$ cat src/rtl/vec_det_pkg.sv
// Shared definitions for the vector bit enumerator and its leading-one detector.
// Contents: vector/position widths, empty-position code, FSM state encoding,
// and a helper mapping an MSB-first position back to a bit index.
package vec_det_pkg;

    localparam int unsigned DATA_W = 32;
    localparam int unsigned POS_W  = 6;
    localparam int unsigned BIT_W  = 5;

    // Position reported when no bit is set.
    localparam logic [POS_W-1:0] POS_EMPTY = 6'd32;

    typedef enum logic [1:0] {
        IDLE = 2'd0,
        SCAN = 2'd1,
        ZERO = 2'd2
    } state_e;

    // MSB-first position (0 = bit 31) back to the bit index it names.
    function automatic logic [BIT_W-1:0] pos_to_bit(input logic [POS_W-1:0] pos);
        return 5'd31 - pos[BIT_W-1:0];
    endfunction

endpackage

$ cat src/rtl/lead_one_det.sv
// Combinational 32-bit leading-one detector built as a binary priority tree.
// Ports:
//   vec_i  in   DATA_W  vector to search
//   pos_o  out  POS_W   MSB-first position of the highest set bit (bit31 -> 0),
//                       POS_EMPTY (32) when vec_i is zero
module lead_one_det
    import vec_det_pkg::*;
(
    input  logic [DATA_W-1:0] vec_i,
    output logic [POS_W-1:0]  pos_o
);

    // Leaves re-ordered so that leaf index equals MSB-first position.
    logic [31:0]       v0;
    logic [15:0]       v1;
    logic [15:0][0:0]  p1;
    logic [7:0]        v2;
    logic [7:0][1:0]   p2;
    logic [3:0]        v3;
    logic [3:0][2:0]   p3;
    logic [1:0]        v4;
    logic [1:0][3:0]   p4;
    logic              v5;
    logic [4:0]        p5;

    genvar g;

    for (g = 0; g < 32; g++) begin : g_leaf
        assign v0[g] = vec_i[DATA_W-1-g];
    end

    // Each node prefers its left (lower-position) child; the child select
    // becomes the next more-significant bit of the position.
    for (g = 0; g < 16; g++) begin : g_l1
        assign v1[g] = v0[2*g] | v0[2*g+1];
        assign p1[g] = ~v0[2*g];
    end

    for (g = 0; g < 8; g++) begin : g_l2
        assign v2[g] = v1[2*g] | v1[2*g+1];
        assign p2[g] = v1[2*g] ? {1'b0, p1[2*g]} : {1'b1, p1[2*g+1]};
    end

    for (g = 0; g < 4; g++) begin : g_l3
        assign v3[g] = v2[2*g] | v2[2*g+1];
        assign p3[g] = v2[2*g] ? {1'b0, p2[2*g]} : {1'b1, p2[2*g+1]};
    end

    for (g = 0; g < 2; g++) begin : g_l4
        assign v4[g] = v3[2*g] | v3[2*g+1];
        assign p4[g] = v3[2*g] ? {1'b0, p3[2*g]} : {1'b1, p3[2*g+1]};
    end

    assign v5    = v4[0] | v4[1];
    assign p5    = v4[0] ? {1'b0, p4[0]} : {1'b1, p4[1]};
    assign pos_o = v5 ? {1'b0, p5} : POS_EMPTY;

endmodule

$ cat src/rtl/vector_bit_enumerator.sv
// Accepts a 32-bit vector and emits the MSB-first position of each set bit,
// one per beat, clearing each bit as it goes. A zero vector gives one beat
// with position 32. A new vector may load on the last-beat handshake.
// Ports:
//   clk, rst        clock and synchronous active-high reset
//   in_valid/ready  input handshake for data_in
//   data_in         vector to enumerate
//   out_valid/ready output handshake
//   pos_out         current position (32 for an empty vector)
//   out_idx         beat index within the current vector
//   out_last        current beat is the final one for this vector
module vector_bit_enumerator
    import vec_det_pkg::*;
(
    input  logic              clk,
    input  logic              rst,
    input  logic              in_valid,
    output logic              in_ready,
    input  logic [DATA_W-1:0] data_in,
    output logic              out_valid,
    input  logic              out_ready,
    output logic [POS_W-1:0]  pos_out,
    output logic [POS_W-1:0]  out_idx,
    output logic              out_last
);

    state_e              state_q, state_d;
    logic [DATA_W-1:0]   vec_q, vec_d;
    logic [POS_W-1:0]    idx_q, idx_d;
    logic [POS_W-1:0]    lod_pos;
    logic [DATA_W-1:0]   vec_clr;
    logic                in_fire;

    lead_one_det u_lod (
        .vec_i (vec_q),
        .pos_o (lod_pos)
    );

    assign out_idx = idx_q;

    // Next-state, handshake and beat outputs.
    always_comb begin
        state_d   = state_q;
        vec_d     = vec_q;
        idx_d     = idx_q;
        out_valid = 1'b0;
        pos_out   = POS_EMPTY;
        out_last  = 1'b0;
        in_ready  = 1'b0;
        in_fire   = 1'b0;

        // Vector with the current leading one removed.
        vec_clr = vec_q & ~(DATA_W'(1) << pos_to_bit(lod_pos));

        case (state_q)
            IDLE: begin
                in_ready = 1'b1;
            end
            SCAN: begin
                out_valid = 1'b1;
                pos_out   = lod_pos;
                out_last  = (vec_clr == '0);
                if (out_ready) begin
                    vec_d = vec_clr;
                    if (out_last) begin
                        // Index returns to 0 so it never reads 32 in IDLE.
                        idx_d    = '0;
                        state_d  = IDLE;
                        in_ready = 1'b1;
                    end else begin
                        idx_d = idx_q + POS_W'(1);
                    end
                end
            end
            ZERO: begin
                out_valid = 1'b1;
                out_last  = 1'b1;
                if (out_ready) begin
                    state_d  = IDLE;
                    in_ready = 1'b1;
                end
            end
            default: begin
                state_d = IDLE;
            end
        endcase

        // A load overrides the return to IDLE, giving back-to-back vectors.
        in_fire = in_valid & in_ready;
        if (in_fire) begin
            vec_d   = data_in;
            idx_d   = '0;
            state_d = (data_in != '0) ? SCAN : ZERO;
        end
    end

    // State registers.
    always_ff @(posedge clk) begin
        if (rst) begin
            state_q <= IDLE;
            vec_q   <= '0;
            idx_q   <= '0;
        end else begin
            state_q <= state_d;
            vec_q   <= vec_d;
            idx_q   <= idx_d;
        end
    end

endmodule

$ cat config.mk
export PLATFORM = sky130hd
export DESIGN_NAME = vector_bit_enumerator
export DESIGN_NICKNAME = d
export VERILOG_FILES = /design/src/rtl/vec_det_pkg.sv /design/src/rtl/lead_one_det.sv /design/src/rtl/vector_bit_enumerator.sv
export SDC_FILE = /design/constraint.sdc
export NUM_CORES = 1
export LEC_CHECK = 0
export ABC_AREA = 1
export CAP_MARGIN = 30
export CELL_PAD_IN_SITES_DETAIL_PLACEMENT = 1
export CELL_PAD_IN_SITES_GLOBAL_PLACEMENT = 2
export CORE_UTILIZATION = 30
export CTS_BUF_LIST = sky130_fd_sc_hd__clkbuf_8
export CTS_CLUSTER_DIAMETER = 100
export DETAILED_ROUTE_END_ITERATION = 16
export MAX_ROUTING_LAYER = met4
export PLACE_DENSITY_LB_ADDON = 0.1
export SYNTH_ARGS = -nofsm -noshare
export SYNTH_HDL_FRONTEND = slang
export SYNTH_SLANG_ARGS = --single-unit
$ cat constraint.sdc
create_clock -name clk -period 3.75 [get_ports clk]
set_clock_uncertainty 0.05 [all_clocks]
set_input_delay 0.75 -clock clk [delete_from_list [all_inputs] [get_ports clk]]
set_output_delay 0.75 -clock clk [all_outputs]
set_load 0.02 [all_outputs]
Word level (Yosys, flattened, before mapping)
Cells that the tools add are included.
Operators by class
  add/sub/neg operators: 2
  eq/ne operators: 6
  shift-type cells: 1
  multiplexer cells: 33
  bitwise logic cells: 50
  reductions and logical operators: 10
Operators by type and width (number)
  $mux 32: 3
  $and 32x32->32: 1
  $logic_not 32->1: 1
  $not 32->32: 1
  $reduce_bool 32->1: 1
  $shl 1x5->32 const A: 1
  $or 1x1->1: 31
  $mux 2: 13
  $mux 6: 3
  $not 1->1: 16
  $mux 3: 4
  $ne 3x3->1 const B: 3
  $mux 4: 2
  $add 6x1->6 const B: 1
  $pmux 2 s3: 1
  $mux 5: 1
  $sub 5x5->5 const A: 1
  $mux 1: 4
  $reduce_and 2->1: 2
  $reduce_and 4->1: 1
  $reduce_bool 2->1: 2
  $reduce_or 2->1: 2
  $pmux 1 s3: 1
  $eq 2x1->1 const B: 1
  other kinds (5): 5
Word-level totals
  register bits after elaboration: 40
  bits of input ports: 36
  output and inout port bits: 15
  word-level logic and storage cells: 105

Logic depth before layout (Yosys ltp)
Gate-level depths: netlist (run 1).
  depth after elaboration: 17
  gate-level depth with buffers: 24

By module
Synthesis (run 1) repeated with hierarchy kept, for this count alone.
Second synthesis, totals
  cell total of the unflattened synthesis: 577
  area, all modules: 3382.0 um^2
Modules (own cells, without submodules)
  vector_bit_enumerator: instances 1, cells an instance 485, area each 2935.3 um^2
  lead_one_det: instances 1, cells an instance 92, area each 446.7 um^2

Least setup slack after synthesis (run 1)
OpenSTA, ideal clock, no wires.
  path type: reg2out
  from: reg vec_q[28]
  to: out in_ready
  arrival: 2369 ps
  data required time: 2950 ps
  setup slack: 581 ps
  stages on the path, launching flop included: 21
  buffers on the path: 1
  path through: dfxtp_1 -> nor2_1 -> nand3_1 -> nor2_2 -> nand2_2 -> nor2_8 -> nand2_4 -> nand2_4 -> nand2_2 -> nor2_4 -> nand3_1 -> nand2_1 -> nand2_1 -> nor2_1 -> nand2_1 -> nor2_2 -> nand3_2 -> nand3_2 -> buf_2 -> nand2_1 -> inv_1
Between the ends
  longest elaborated chain between the ends: 14
Ends and longest elaborated chain
  start, declared: line vector_bit_enumerator.sv:28  | logic [DATA_W-1:0] vec_q, vec_d;
  start signal, assigned: line vector_bit_enumerator.sv:105  | vec_q <= vec_d;
  $or 1x1->1: line lead_one_det.sv:35  | assign v1[g] = v0[2*g] | v0[2*g+1];
  $or 1x1->1: line lead_one_det.sv:40  | assign v2[g] = v1[2*g] | v1[2*g+1];
  $mux 3 or $or 1x1->1 (tied branches): line lead_one_det.sv:46, lead_one_det.sv:45
  $mux 4 or $or 1x1->1 (tied branches): line lead_one_det.sv:51, lead_one_det.sv:50
  $mux 5 or $or 1x1->1 (tied branches): line lead_one_det.sv:55, lead_one_det.sv:54
  $mux 6: line lead_one_det.sv:56  | assign pos_o = v5 ? {1'b0, p5} : POS_EMPTY;
  $sub 5x5->5: line vec_det_pkg.sv:21  | return 5'd31 - pos[BIT_W-1:0];
  $shl 1x5->32: line vector_bit_enumerator.sv:53  | vec_clr = vec_q & ~(DATA_W'(1) << pos_to_bit(lod_pos));
  $not 32->32: line vector_bit_enumerator.sv:53
  $and 32x32->32 *: line vector_bit_enumerator.sv:53
  $logic_not 32->1 *: line vector_bit_enumerator.sv:62  | out_last = (vec_clr == '0);
  $mux 1 *: line vector_bit_enumerator.sv:65  | if (out_last) begin
  $mux 1 *: line vector_bit_enumerator.sv:63  | if (out_ready) begin
  $pmux 1 s3 *: line vector_bit_enumerator.sv:55  | case (state_q)
  end, declared: line vector_bit_enumerator.sv:18  | output logic in_ready,
Mark *: on every way between the ends. The rest lies on a longest branch, timed or not.

Final worst setup path (run 1)
  from: reg vec_q[28]
  to: out out_last
Between the ends
  longest elaborated chain between the ends: 12
Ends and longest elaborated chain
  $or 1x1->1: line lead_one_det.sv:35
  $or 1x1->1: line lead_one_det.sv:40
  $mux 3 or $or 1x1->1 (tied branches): line lead_one_det.sv:46, lead_one_det.sv:45
  $mux 4 or $or 1x1->1 (tied branches): line lead_one_det.sv:51, lead_one_det.sv:50
  $mux 5 or $or 1x1->1 (tied branches): line lead_one_det.sv:55, lead_one_det.sv:54
  $mux 6: line lead_one_det.sv:56
  $sub 5x5->5: line vec_det_pkg.sv:21
  $shl 1x5->32: line vector_bit_enumerator.sv:53
  $not 32->32: line vector_bit_enumerator.sv:53
  $and 32x32->32 *: line vector_bit_enumerator.sv:53
  $logic_not 32->1 *: line vector_bit_enumerator.sv:62
  $pmux 1 s2 *: line vector_bit_enumerator.sv:55
  end, declared: line vector_bit_enumerator.sv:24  | output logic out_last
Marks and branches as above.

==> results of run 1 <==
## where the power goes
part	leakage, nW	switching (mW)	internal (mW)
Combinational	2.15	0.503	0.389
Sequential	0.335	0.0282	0.459
Clock	0.0593	0.185	0.195
Total	2.55	0.716	1.04
## area by class of cell
| class | count | area [sq um] | area share (%) |
|---|---|---|---|
| Clock buffer | 5 | 68.8 | 1.24 |
| Clock inverter | 3 | 38.8 | 0.699 |
| Inverter | 76 | 293 | 5.28 |
| Multi-Input combinational cell | 437 | 2590 | 46.8 |
| Sequential cell | 40 | 823 | 14.8 |
| Tap cell | 143 | 179 | 3.23 |
| Timing Repair Buffer | 179 | 1550 | 28.0 |
## flip-flops by register name, summed over array words and instances (netlist names)
name	flops
vec_q	32
state_q	2
out_idx	6
## placed cells by master (no fill, tap or decap), drive strengths merged
master and n:
xnor2 1, nor3 8, dfxtp 40, bufinv 1, o211ai 1, o21ai 8, nand3 85, nand3b 1
buf 131, o21bai 1, o21a 1, a21oi 46, nor4 1, nor2 46, nand4 55, clkbuf 5
clkinv 1, a21boi 2, inv 77, nand2 170, clkdlybuf4s50 48, ha 5, or2 4, xor2 2
## final timing paths
path	depth (start not counted)	slack, ns	endpoint	from
max	18	-0.05	out_last	vec_q[28]
min	2	0.46	vec_q[24]	vec_q[24]
max reg2reg	21	0.15	state_q[1]	vec_q[28]
min reg2reg	2	0.46	vec_q[24]	vec_q[24]
## metrics by stage
stage | TNS [ns] | hold slack [ns] | power, mW | instances | area [sq um]
2_1_floorplan | 0 | 0.419 | 0.891 | 585 | 3550
3_3_place_gp | -0.833 | 0.439 | 1.17 | 840 | 4790
3_5_place_dp | -1.15 | 0.446 | 1.19 | 840 | 4790
4_1_cts | 0 | 0.458 | 1.68 | 874 | 5300
5_1_grt | -0.551 | 0.482 | 1.87 | 883 | 5550
6_report | -0.0809 | 0.456 | 1.76 | 883 | 5550
## timing repair
| action | in CTS | in global routing |
|---|---|---|
| setup endpoints to repair | 16 | 41 |
| gates resized for setup | 80 | 54 |
| buffers inserted | 26 | 12 |
| pin swaps | 55 | 52 |
## logic make-up (layout without fill, tap and decap cells)
group | after synthesis | count (layout) | synth area share [%]
AO/OA/AOI/OAI | 59 | 59 | 8.77
XOR/XNOR | 3 | 3 | 0.740
adder cells (fa/ha/maj) | 5 | 5 | 1.76
buffers and inverters | 108 | 263 | 12.9
flip-flops | 40 | 40 | 22.5
AND/OR/NAND/NOR | 370 | 370 | 53.3
## worst reg2reg max path, cell delays in order, from the launching register on
cell and delay [ns]:
dfxtp_4 0.37, buf_6 0.12, inv_4 0.05, nand2_4 0.05
nor2_4 0.12, nand2_4 0.09, nor2_4 0.21, nand2_4 0.12
nand3_4 0.17, nand4_1 0.20, o21bai_1 0.26, nand2_1 0.10
nor2_2 0.14, nand2_2 0.09, nor2_4 0.14, nand3_2 0.09
nand3_2 0.09, buf_6 0.27, nand3_2 0.14, buf_12 0.24
nand2_1 0.25, o21ai_1 0.10
## routing by layer
layer | track usage (%) | vias to the layer above | part of all wire, %
met4 | 7.38 | 0 | 1.7
met2 | 44.0 | 52 | 51
met1 | 30.9 | 2193 | 45
met5 | - | - | 0
li1 | - | 2238 | -
met3 | 3.55 | 18 | 2.3
==> results.ini, run 1 <==
[synth]
synth_edf_count=0
synthesis.nets=626
synth_top_area_share_pct=22.5
ys.warnings.count=0
async_flop_share_pct=0
synth_seq_cells=40
synth_most_common_cell=nand2_1
netlist_top_cells_area=dfxtp_1 23%, nand2_1 17%, nand4_1 9.7%, nand3_1 8.9%, inv_1 7.4%
synthTopCellsByCount=162 x nand2_1, 70 x inv_1, 63 x nand3_1
synthFlopType=dfxtp_1
synth-seq-area-share_pct=22.5
yosys.area.top_type=dfxtp_1
avgSynthCellArea_sq_um=6.07
netlist-cell-type-count=33
synthCells=585
synth_area_sq_um=3550

[critical_path]
critPathMaxStageDelay_ns=0.37
crit_required_ns=2.95
worstSetupEndpointType=output pin
path_cells=buf_6 > inv_4 > nand2_4 > nor2_4 > nand2_4 > nor2_4 > nand2_4 > nand3_4 > nand4_1 > o21bai_1 > nand2_1 > nor2_2 > nand2_2 > nor2_4 > nand2_2 > nor2_4 > o21a_1 > buf_6
cp_max_fo=7
timing.critical_path.mode_cell=nor2_4
path_buf_inv=3
cpMaxStageDelayCell=dfxtp_4
crit_family=simple AND/OR/NAND/NOR gates
critPathKind=reg2out
critPathLaunchType=flip-flop
crit_arrival_ns=3.00

[layout]
finalNetCount=780
postLayoutCoreUtil_pct=48.4
antennaDiodeCount=0
fillers=1494
drive_gt1_share_pct=35.8
syn2layout_area_growth_pct=56.1

[timing]
worst_pin_slew_ns=0.582
final_hold_viol_count=0
rsz0062_at_grt=yes
slew_viol_final=0
max-slew-margin-rel_pct=61.2
setup_violations=2
min_period_ns=3.80
setup_slack_ns=-0.0522
fmax_ghz=0.263
min_period_over_period_pct=101

[run_status]
status=complete, but fails checks
failed_checks=setup timing

[routing]
wl_per_cell_um=17.1
drc=0
detail-route-antenna-nets=0
vias_per_cell=5.10
num_vias=4501
drt_iter0_markers=150
drt_wl_total_mm=15.1
dr.pass1.iters=4

[global_route]
grt_usage_pct=25.5
grt_max_degree=68
grt_overflow=0
grt_pass1_vias=4749
grt_pass1_wl_mm=24.3
antenna_found_initial=0

[placed_design]
dp_worst_setup_slack_ns=-0.345
hpwl_mm=10.3
numPortBuffers=50
globalplace.congestion=0.862

[power]
leakage_nw=2.55
irDropWorstVdd_mv=0.168
powerDensity_nw_per_um2=317

[floorplan]
initial_core_util_pct=31.0
rows=39
io_pins=51
dieWidth_um=111
die_h_um=111
core_area_sq_um=11500
dieArea_sq_um=12300

[clock_tree]
cts_root_buf=clkbuf_8
cts_sinks=40
clock_latency_ns=0.33
cts_max_level=2
ctsHoldBuffers=0
cts_tree=yes
path_clk_slew_ns=0.09
cts_buffer_depth=2
cts_inserted_buffers=5

[run]
drv_cap=0

[hold_path]
min_path_type=reg2reg

(Power assumes the default switching activity.)
==> run 2, diff against run 1 <==
- TNS_END_PERCENT: not set -> 50
==> results of run 2 <==
Final layout, timing and power as in run 1 (identical DEF).
